`src/rtl/mips_prog_encoder_if.sv`:
```
// Request channel of the MIPS program loader: one symbolic instruction per
// valid/ready handshake. The loader is the slave; the program source is the master.
interface mips_prog_encoder_if;
  logic        req_valid;
  logic        req_ready;
  logic [2:0]  req_kind;
  logic [4:0]  req_rs;
  logic [4:0]  req_rt;
  logic [4:0]  req_rd;
  logic [4:0]  req_shamt;
  logic [5:0]  req_funct;
  logic [15:0] req_imm;
  logic [25:0] req_target;

  modport master (
    output req_valid, req_kind, req_rs, req_rt, req_rd,
           req_shamt, req_funct, req_imm, req_target,
    input  req_ready
  );

  modport slave (
    input  req_valid, req_kind, req_rs, req_rt, req_rd,
           req_shamt, req_funct, req_imm, req_target,
    output req_ready
  );
endinterface

```
`src/rtl/mips_prog_encoder.sv`:
```
// Encodes symbolic MIPS requests into 32-bit words and writes them sequentially
// into instruction memory. Define ENC_NOP_PAD_EN to NOP-fill the rest of memory on finish.
module mips_prog_encoder #(
  parameter int ADDR_WIDTH = 8
) (
  input  logic                  clk,
  input  logic                  rst,
  input  logic                  start,
  input  logic                  finish,
  mips_prog_encoder_if.slave    bus,
  output logic                  imem_we,
  output logic [ADDR_WIDTH-1:0] imem_addr,
  output logic [31:0]           imem_wdata,
  output logic [ADDR_WIDTH:0]   count,
  output logic                  full,
  output logic                  loaded,
  output logic                  err
);

  typedef enum logic [2:0] {
    S_IDLE = 3'd0,
    S_LOAD = 3'd1,
    S_FULL = 3'd2,
`ifdef ENC_NOP_PAD_EN
    S_PAD  = 3'd3,
`endif
    S_DONE = 3'd4
  } state_t;

  // Opcodes shared with the ID-stage control decoder.
  localparam logic [5:0] OP_R   = 6'b000000;
  localparam logic [5:0] OP_LW  = 6'b100011;
  localparam logic [5:0] OP_SW  = 6'b101011;
  localparam logic [5:0] OP_BEQ = 6'b000100;
  localparam logic [5:0] OP_J   = 6'b000010;

  localparam logic [2:0] K_R   = 3'd0;
  localparam logic [2:0] K_LW  = 3'd1;
  localparam logic [2:0] K_SW  = 3'd2;
  localparam logic [2:0] K_BEQ = 3'd3;
  localparam logic [2:0] K_J   = 3'd4;

  localparam logic [ADDR_WIDTH-1:0] LAST_ADDR = '1;

  state_t                state, state_n;
  logic [ADDR_WIDTH-1:0] wr_ptr, wr_ptr_n, addr_n;
  logic [ADDR_WIDTH:0]   count_n;
  logic [31:0]           data_n, enc_word;
  logic                  we_q, we_n;
  logic                  err_n, full_n, loaded_n;
  logic                  accept, legal, wrote, at_last;

  assign bus.req_ready = (state == S_LOAD);
  assign accept        = (state == S_LOAD) & bus.req_valid;
  assign legal         = (bus.req_kind <= K_J);
  assign wrote         = accept & legal;
  assign at_last       = (wr_ptr == LAST_ADDR);

  // A synchronous reset still has to kill the strobe of a word registered just before it.
  assign imem_we = we_q & ~rst;

  always_comb begin
    enc_word = '0;
    case (bus.req_kind)
      K_R:     enc_word = {OP_R, bus.req_rs, bus.req_rt, bus.req_rd, bus.req_shamt, bus.req_funct};
      K_LW:    enc_word = {OP_LW, bus.req_rs, bus.req_rt, bus.req_imm};
      K_SW:    enc_word = {OP_SW, bus.req_rs, bus.req_rt, bus.req_imm};
      K_BEQ:   enc_word = {OP_BEQ, bus.req_rs, bus.req_rt, bus.req_imm};
      K_J:     enc_word = {OP_J, bus.req_target};
      default: enc_word = '0;
    endcase
  end

  always_comb begin
    // NOTE: every signal gets a default before the case so no path leaves it unassigned (no latch).
    state_n  = state;
    wr_ptr_n = wr_ptr;
    count_n  = count;
    err_n    = err;
    full_n   = full;
    we_n     = 1'b0;
    addr_n   = imem_addr;
    data_n   = imem_wdata;

    case (state)
      S_IDLE, S_DONE, S_FULL: begin
        if (start) begin
          state_n  = S_LOAD;
          wr_ptr_n = '0;
          count_n  = '0;
          err_n    = 1'b0;
          full_n   = 1'b0;
        end else if (state == S_FULL && finish) begin
          state_n = S_DONE;
        end
      end

      S_LOAD: begin
        if (accept && !legal) begin
          err_n = 1'b1;
        end
        if (wrote) begin
          we_n    = 1'b1;
          addr_n  = wr_ptr;
          data_n  = enc_word;
          count_n = count + 1'b1;
          if (at_last) full_n = 1'b1;
          else         wr_ptr_n = wr_ptr + 1'b1;
        end
        if (finish) begin
`ifdef ENC_NOP_PAD_EN
          // Nothing is left to pad once the last address has just been written.
          state_n = (wrote && at_last) ? S_DONE : S_PAD;
`else
          state_n = S_DONE;
`endif
        end else if (wrote && at_last) begin
          state_n = S_FULL;
        end
      end

`ifdef ENC_NOP_PAD_EN
      S_PAD: begin
        we_n   = 1'b1;
        addr_n = wr_ptr;
        data_n = 32'h0000_0000;
        if (at_last) state_n  = S_DONE;
        else         wr_ptr_n = wr_ptr + 1'b1;
      end
`endif

      default: state_n = S_IDLE;
    endcase

    // loaded waits until the final write strobe has been issued.
    loaded_n = (state_n == S_DONE) & ~we_n;
  end

  always_ff @(posedge clk) begin
    if (rst) begin
      state      <= S_IDLE;
      wr_ptr     <= '0;
      count      <= '0;
      err        <= 1'b0;
      full       <= 1'b0;
      loaded     <= 1'b0;
      we_q       <= 1'b0;
      imem_addr  <= '0;
      imem_wdata <= '0;
    end else begin
      // NOTE: non-blocking assignments so every register samples pre-edge values.
      state      <= state_n;
      wr_ptr     <= wr_ptr_n;
      count      <= count_n;
      err        <= err_n;
      full       <= full_n;
      loaded     <= loaded_n;
      we_q       <= we_n;
      imem_addr  <= addr_n;
      imem_wdata <= data_n;
    end
  end

endmodule
```
`src/flat_wrapper.sv`:
```
// flat-port wrapper written by rule: the top's interface ports become plain ports
module mips_prog_encoder_flat 
#(
  parameter int ADDR_WIDTH = 8
)
  (clk, rst, start, finish, imem_we, imem_addr, imem_wdata, count, full, loaded, err, bus_req_valid, bus_req_kind, bus_req_rs, bus_req_rt, bus_req_rd, bus_req_shamt, bus_req_funct, bus_req_imm, bus_req_target, bus_req_ready);
  mips_prog_encoder_if bus_i ();
  input  logic clk;
  input  logic rst;
  input  logic start;
  input  logic finish;
  output logic imem_we;
  output logic [ADDR_WIDTH-1:0] imem_addr;
  output logic [31:0] imem_wdata;
  output logic [ADDR_WIDTH:0] count;
  output logic full;
  output logic loaded;
  output logic err;
  input wire logic [$bits(bus_i.req_valid)-1:0] bus_req_valid;
  input wire logic [$bits(bus_i.req_kind)-1:0] bus_req_kind;
  input wire logic [$bits(bus_i.req_rs)-1:0] bus_req_rs;
  input wire logic [$bits(bus_i.req_rt)-1:0] bus_req_rt;
  input wire logic [$bits(bus_i.req_rd)-1:0] bus_req_rd;
  input wire logic [$bits(bus_i.req_shamt)-1:0] bus_req_shamt;
  input wire logic [$bits(bus_i.req_funct)-1:0] bus_req_funct;
  input wire logic [$bits(bus_i.req_imm)-1:0] bus_req_imm;
  input wire logic [$bits(bus_i.req_target)-1:0] bus_req_target;
  output wire logic [$bits(bus_i.req_ready)-1:0] bus_req_ready;
  assign bus_i.req_valid = bus_req_valid;
  assign bus_i.req_kind = bus_req_kind;
  assign bus_i.req_rs = bus_req_rs;
  assign bus_i.req_rt = bus_req_rt;
  assign bus_i.req_rd = bus_req_rd;
  assign bus_i.req_shamt = bus_req_shamt;
  assign bus_i.req_funct = bus_req_funct;
  assign bus_i.req_imm = bus_req_imm;
  assign bus_i.req_target = bus_req_target;
  assign bus_req_ready = bus_i.req_ready;
  mips_prog_encoder #(.ADDR_WIDTH(ADDR_WIDTH)) u_core (.clk(clk), .rst(rst), .start(start), .finish(finish), .bus(bus_i), .imem_we(imem_we), .imem_addr(imem_addr), .imem_wdata(imem_wdata), .count(count), .full(full), .loaded(loaded), .err(err));
endmodule
```
`config.mk`:
```
export PLATFORM = sky130hd
export DESIGN_NAME = mips_prog_encoder_flat
export DESIGN_NICKNAME = d
export VERILOG_FILES = /design/src/rtl/mips_prog_encoder_if.sv /design/src/rtl/mips_prog_encoder.sv /design/src/flat_wrapper.sv
export SDC_FILE = /design/constraint.sdc
export NUM_CORES = 1
export LEC_CHECK = 0
export ABC_CLOCK_PERIOD_IN_PS = 2500
export BUFFER_PORTS_ARGS = -buffer_cell sky130_fd_sc_hd__buf_2
export CORE_MARGIN = 2
export CORE_UTILIZATION = 40
export CTS_CLUSTER_DIAMETER = 150
export DETAILED_ROUTE_END_ITERATION = 12
export PLACE_DENSITY = 0.79
export SLEW_MARGIN = 20
export SYNTH_ARGS = -nofsm -noshare
export SYNTH_HDL_FRONTEND = slang
export SYNTH_SLANG_ARGS = --single-unit
```
`constraint.sdc`:
```
create_clock -name clk -period 2.5 [get_ports clk]
set_input_delay 0.375 -clock clk [delete_from_list [all_inputs] [get_ports clk]]
set_output_delay 0.375 -clock clk [all_outputs]
set_load 0.1 [all_outputs]
```
==> flow_metrics.env, run 1 <==
export IMPL_coreArea_um2=7250
export IMPL_hold_viol_final=0
export IMPL_start_kind="flip-flop"
export IMPL_die_width_um=90.8
export IMPL_setup_violations=0
export IMPL_start_util_pct=41.5
export IMPL_r2r_start="u_core.state[2]$_SDFF_PP0_"
export IMPL_critical_path_required_ns=2.12
export IMPL_cts_hold_buf=0
export IMPL_htreeDepth=3
export IMPL_grt_pass1_vias=2955
export IMPL_rrSetupSlack_ns=0.56
export IMPL_grt_max_degree=59
export IMPL_path_class="flip-flop to primary output"
export IMPL_cts_root_buf="clkbuf_8"
export IMPL_max_slew_margin_pct=57.1
export IMPL_crit_path_max_fanout=7
export IMPL_numCtsBuffers=9
export IMPL_critPathCaptureType="primary output"
export IMPL_grt_pass1_wl_um=13900
export IMPL_swShare_pct=29.6
export IMPL_tritoncts="built"
export IMPL_final_min_clock_period_ns=2.13
export IMPL_worst_slew_pin_transition_ns=0.643
export IMPL_areaGrowthSynthToFinish_pct=28.7
export IMPL_arrival_ns=1.75
export IMPL_layout_drive_gt1_share_pct=31.7
export IMPL_seq_area_frac_synth_pct=41.2
export IMPL_numPortBuffers=128
export IMPL_hold_class="primary input to flip-flop"
export IMPL_grt_usage_pct=20.8
export IMPL_ys_types=45
export IMPL_drtAntennaViolNets=0
export IMPL_wl_per_cell_um=13.8
export IMPL_antenna_found_initial=0
export IMPL_p_sw_mw=0.764
export IMPL_synthArstFlopShare_pct=0
export IMPL_cts_repair_resized=0
export IMPL_peakVddDrop_uv=367
export IMPL_clk_pin_slew_worst_paths_ns=0.06
export IMPL_wl_um=8300
export IMPL_rr_endpoint="u_core.state[1]$_SDFF_PP0_"
export IMPL_fin_ws_ns=0.373
export IMPL_cts_path_max_buffers=2
export IMPL_fp_row_count=31
export IMPL_layout_commonest_cell="buf_2"
export IMPL_diodes=0
export IMPL_fin_cells=600
export IMPL_syn_area_um2=3010
export IMPL_dp_slack_ns=0.529
export IMPL_mostFrequentLayoutCells="buf_2 (128), dfxtp_1 (62), nand2_1 (60)"
export IMPL_p_per_area_nw_per_um2=667
export IMPL_synth_flop_cell="dfxtp_1"
export IMPL_synth_edf_count=0
export IMPL_fin_nets=575
export IMPL_finalClockSkew_ns=0.00898
export IMPL_hold_path_cell_count=2
export IMPL_first_pass_iters=4
export IMPL_synth_warnings=0
export IMPL_drt_vias_per_instance=5.27
export IMPL_post_route_drc_count=0
export IMPL_place_congestion=0.767
export IMPL_dpl_hpwl_um=5940
export IMPL_ys_ff_latch=62
export IMPL_rsz0062_at_grt="false"
export IMPL_die_h_um=90.8
export IMPL_p_leak_nw=1.63
export IMPL_power_frac_comb_pct=19.0
export IMPL_drv_cap=0
export IMPL_vias=3161
export IMPL_place_inst=585
export IMPL_min_period_over_period_pct=85.1
export IMPL_status="complete, no violations"
export IMPL_cp_endpoint="bus_req_ready"
export IMPL_ios=130
export IMPL_cts_setup_buffers=0
export IMPL_crit_path_start="u_core.state[2]$_SDFF_PP0_"
export IMPL_slew_viol_final=0
export IMPL_cts_sinks=62
export IMPL_worstSkewPairLatency_ns=0.34
export IMPL_drt_iter0_markers=229
export IMPL_tns_ns=0
export IMPL_finish_utilization_pct=53.4
export IMPL_hold_path_startpoint="finish"
export IMPL_pwr_share_clk_pct=41.0
export IMPL_gr_total_overflow=0
export IMPL_p_seq_share_pct=40.0
export IMPL_p_int_mw=1.82
export IMPL_syn_inst=384
export IMPL_syn_avg_cell_area_um2=7.84
export IMPL_fmax_ghz=0.470
export IMPL_dieArea_um2=8240
export IMPL_worst_r2r_cell_count=6
export IMPL_syn_nets=462
export IMPL_power_mw=2.59
-- worst max-delay path: stages (launching register included) --
cell     delay (ns)
dfxtp_1        0.38
or3b_4         0.46
inv_2          0.11
buf_2          0.45
-- layout make-up --
cell class	count	area (um^2)
flip-flops and latches	62	1240
fillers	686	3380
repair buffers	132	671
clock inverters	4	95.1
clock buffers	11	141
well taps	99	124
inverters	5	18.8
multi-input cells	287	1580
-- Yosys cell counts (2+ instances only) --
cell type | number | area share [%]
nand3_1 | 7 | 1.2
o31ai_1 | 4 | 1.0
xor2_1 | 2 | 0.58
nor4_1 | 2 | 0.42
nand2b_1 | 4 | 0.83
nand4_1 | 3 | 0.62
buf_2 | 3 | 0.50
nor2_1 | 45 | 5.6
a32oi_1 | 2 | 0.58
dfxtp_1 | 62 | 41
o211ai_1 | 3 | 0.75
nor3_1 | 31 | 5.2
a311oi_1 | 26 | 7.6
nand2_1 | 60 | 7.5
nor2b_1 | 13 | 2.7
ha_1 | 2 | 0.83
a21oi_1 | 42 | 7.0
o21ai_2 | 2 | 0.58
or3_1 | 7 | 1.5
buf_6 | 4 | 1.5
or2_2 | 2 | 0.42
clkbuf_1 | 17 | 2.1
or4_1 | 6 | 1.5
buf_4 | 5 | 1.2
inv_1 | 4 | 0.50
o21ai_0 | 7 | 1.2
-- worst min path at each step --
stage | to | slack (ns)
4_1_cts | u_core.state[1]$_SDFF_PP0_ | 0.23
2_1_floorplan | u_core.imem_addr[6]$_SDFFE_PP0P_ | 0.45
3_3_place_gp | u_core.imem_addr[2]$_SDFFE_PP0P_ | 0.44
6_report | u_core.state[1]$_SDFF_PP0_ | 0.25
3_5_place_dp | u_core.imem_addr[2]$_SDFFE_PP0P_ | 0.45
5_1_grt | u_core.state[1]$_SDFF_PP0_ | 0.24
-- routing by layer --
layer | track usage [%] | share of wire [%] | vias up
met3 | 7.51 | 7.2 | 10
met2 | 34.7 | 50 | 110
met1 | 25.0 | 42 | 1444
met4 | 6.15 | 1.3 | 0
li1 | - | - | 1597
met5 | 0 | 0 | -
-- kinds of logic (layout without fill, tap and decap cells) --
family | after synthesis | after routing | share of synthesized area (%)
other | 1 | 1 | 0.125
adder cells (fa/ha/maj) | 2 | 2 | 0.831
flip-flops | 62 | 62 | 41.2
AND/OR/NAND/NOR | 186 | 186 | 29.2
buffers and inverters | 35 | 152 | 6.32
XOR/XNOR | 2 | 2 | 0.582
AO/OA/AOI/OAI | 96 | 96 | 21.7
-- flip-flops by register name, indices dropped and copies added, names as in the netlist --
signal             cells
u_core.we_q            1
u_core.imem_wdata     30
u_core.loaded          1
u_core.wr_ptr          8
u_core.count           9
u_core.state           3
u_core.err             1
u_core.imem_addr       8
u_core.full            1
-- power by group through the flow --
stage	logic [mW]	registers, mW	clock network [mW]
detailed placement	0.491	1.06	0
finish	0.492	1.03	1.06
global route	0.528	1.04	1.13
global placement	0.485	1.05	0
floorplan	0.205	1.23	0
CTS	0.493	1.03	1.08
-- per-stage QoR --
stage	hold slack (ns)	area, um^2
final	0.248	3870
after global routing	0.244	3870
after CTS	0.232	3870
after detailed placement	0.446	3640
after global placement	0.444	3640
after floorplan	0.451	3010
Power figures use the tool's default switching activity.
==> inputs of run 2 (changes only) <==
--- a/config.mk
+++ b/config.mk
@@ -6,5 +6,5 @@
 export NUM_CORES = 1
 export LEC_CHECK = 0
-export ABC_CLOCK_PERIOD_IN_PS = 2500
+export ABC_CLOCK_PERIOD_IN_PS = 2600
 export BUFFER_PORTS_ARGS = -buffer_cell sky130_fd_sc_hd__buf_2
 export CORE_MARGIN = 2
==> constraint.sdc (replaced) <==
create_clock -name clk -period 2.6 [get_ports clk]
set_input_delay 0.39 -clock clk [delete_from_list [all_inputs] [get_ports clk]]
set_output_delay 0.39 -clock clk [all_outputs]
set_load 0.01 [all_outputs]
==> run 2 against run 1 <==
  * Sequential share of layout area increased by 0.20 points
  * First-iteration DRC count decreased by 41%
  * Combinational power decreased by 40%
  * Final area decreased by 0.61%
  * Die area unchanged
  * Total power decreased by 15%
  * Register-to-register slack improved by 0.07 ns
  * Sequential power decreased by 3%
==> flow_metrics.env, run 2 (same netlist as run 1, synthesis figures left out) <==
export IMPL_status="complete, no violations"
export IMPL_drtAntennaViolNets=0
export IMPL_crit_chain="or3b_4, inv_2, nand3_4, a311oi_1, nor3_1"
export IMPL_max_slew_margin_pct=62.0
export IMPL_largest_register_ffs=30
export IMPL_htreeDepth=3
export IMPL_grt_max_degree=59
export IMPL_coreArea_um2=7250
export IMPL_p_per_area_nw_per_um2=570
export IMPL_min_period_over_period_pct=75.6
export IMPL_cts_root_buf="clkbuf_8"
export IMPL_crit_path_max_fanout=37
export IMPL_path_class="flip-flop to flip-flop"
export IMPL_fin_nets=575
export IMPL_start_kind="flip-flop"
export IMPL_ios=130
export IMPL_worst_slew_pin_transition_ns=0.570
export IMPL_top_regs="u_core.imem_wdata (30), u_core.count (9)"
export IMPL_place_area_um2=3640
export IMPL_dieArea_um2=8240
export IMPL_critical_path_required_ns=2.82
export IMPL_cts_hold_buf=0
export IMPL_cts_repair_resized=0
export IMPL_antenna_found_initial=0
export IMPL_fin_cells=601
export IMPL_fp_row_count=31
export IMPL_diodes=0
export IMPL_cts_sinks=62
export IMPL_grt_pass1_vias=2881
export IMPL_cts_setup_buffers=0
export IMPL_post_route_drc_count=0
export IMPL_drt_vias_per_instance=5.31
export IMPL_p_int_mw=1.63
export IMPL_critPathCaptureType="flip-flop"
export IMPL_max_stage_delay_ns=0.46
export IMPL_pwr_share_clk_pct=41.4
export IMPL_vias=3192
export IMPL_power_frac_comb_pct=13.3
export IMPL_swShare_pct=25.8
export IMPL_cts_path_max_buffers=2
export IMPL_numCtsBuffers=9
export IMPL_p_seq_share_pct=45.3
export IMPL_clk_pin_slew_worst_paths_ns=0.07
export IMPL_peakVddDrop_uv=253
export IMPL_finalClockSkew_ns=0.0112
export IMPL_design_area_um2=3850
export IMPL_first_pass_iters=4
export IMPL_layout_drive_gt1_share_pct=32.1
export IMPL_die_h_um=90.8
export IMPL_setup_violations=0
export IMPL_place_inst=585
export IMPL_tritoncts="built"
export IMPL_gr_total_overflow=0
export IMPL_wl_um=8180
export IMPL_worstSkewPairLatency_ns=0.34
export IMPL_areaGrowthSynthToFinish_pct=27.9
export IMPL_grt_usage_pct=20.1
export IMPL_hold_viol_final=0
export IMPL_p_sw_mw=0.568
export IMPL_fmax_ghz=0.509
export IMPL_top_register="u_core.imem_wdata"
export IMPL_tns_ns=0
export IMPL_hold_class="primary input to flip-flop"
export IMPL_drv_cap=0
export IMPL_numPortBuffers=128
export IMPL_drt_iter0_markers=134
export IMPL_dp_slack_ns=0.650
export IMPL_slew_viol_final=0
export IMPL_finish_utilization_pct=53.1
export IMPL_place_congestion=0.804
export IMPL_rsz0062_at_grt="false"
export IMPL_final_min_clock_period_ns=1.97
export IMPL_dpl_hpwl_um=6020
export IMPL_start_util_pct=41.5
export IMPL_mostFrequentLayoutCells="buf_2 (128), dfxtp_1 (62), nand2_1 (60)"
export IMPL_wl_per_cell_um=13.6
export IMPL_layout_commonest_cell="buf_2"
export IMPL_whs_ns=0.265
export IMPL_p_leak_nw=1.62
export IMPL_grt_pass1_wl_um=13500
export IMPL_power_mw=2.20
export IMPL_fin_ws_ns=0.634
export IMPL_arrival_ns=2.19
export IMPL_cp_slowest_cell="or3b_4"
export IMPL_die_width_um=90.8
## run 2: cell count changes in the layout (fill, tap and decap cells not counted)
cell / change
clkbuf_8: -1
clkinv_4: +1
clkinv_2: +3
bufinv_16: -1
clkbuf_1: -1
## run 2: path summary, 6_finish.rpt
| path | from | end | slack [ns] | cells past startpoint |
|---|---|---|---|---|
| worst min-delay path | finish | u_core.state[1]$_SDFF_PP0_ | 0.27 | 2 |
| worst max register to register | u_core.state[2]$_SDFF_PP0_ | u_core.imem_wdata[5]$_SDFFE_PP0P_ | 0.63 | 5 |
| worst min register to register | u_core.imem_addr[2]$_SDFFE_PP0P_ | u_core.imem_addr[2]$_SDFFE_PP0P_ | 0.45 | 2 |
| worst max-delay path | u_core.state[2]$_SDFF_PP0_ | u_core.imem_wdata[5]$_SDFFE_PP0P_ | 0.63 | 5 |
## run 2: critical path, delay by kind of cell (launching register included)
kind                   cells  cell delay [ns]
AO/OA/AOI/OAI              1             0.45
flip-flops                 1             0.38
AND/OR/NAND/NOR            3             0.87
buffers and inverters      1             0.12
## run 2: final cells by class
cell class / count / area, um^2
clock buffer: 9 / 124
clock inverter: 7 / 88.8
fill: 723 / 3400
inverter: 5 / 18.8
multi-input combinational: 287 / 1580
sequential: 62 / 1240
tap: 99 / 124
timing repair buffer: 132 / 671
## run 2: layer usage
| layer | share of wire [%] | routed length [um] | track usage, % | up-vias |
|---|---|---|---|---|
| li1 | - | - | - | 1600 |
| met4 | 1.7 | 143 | 10.3 | 0 |
| met2 | 49 | 4010 | 33.1 | 123 |
| met1 | 42 | 3450 | 24.6 | 1460 |
| met5 | 0 | 0 | 0 | - |
| met3 | 7.0 | 575 | 4.67 | 9 |
## run 2: power groups by stage
stage / combinational, mW / sequential [mW] / clock [mW]
floorplan: 0.177 / 1.02 / 0
global placement: 0.287 / 1.01 / 0
finish: 0.293 / 0.994 / 0.909
global route: 0.325 / 0.997 / 0.979
CTS: 0.294 / 0.994 / 0.933
detailed placement: 0.293 / 1.02 / 0
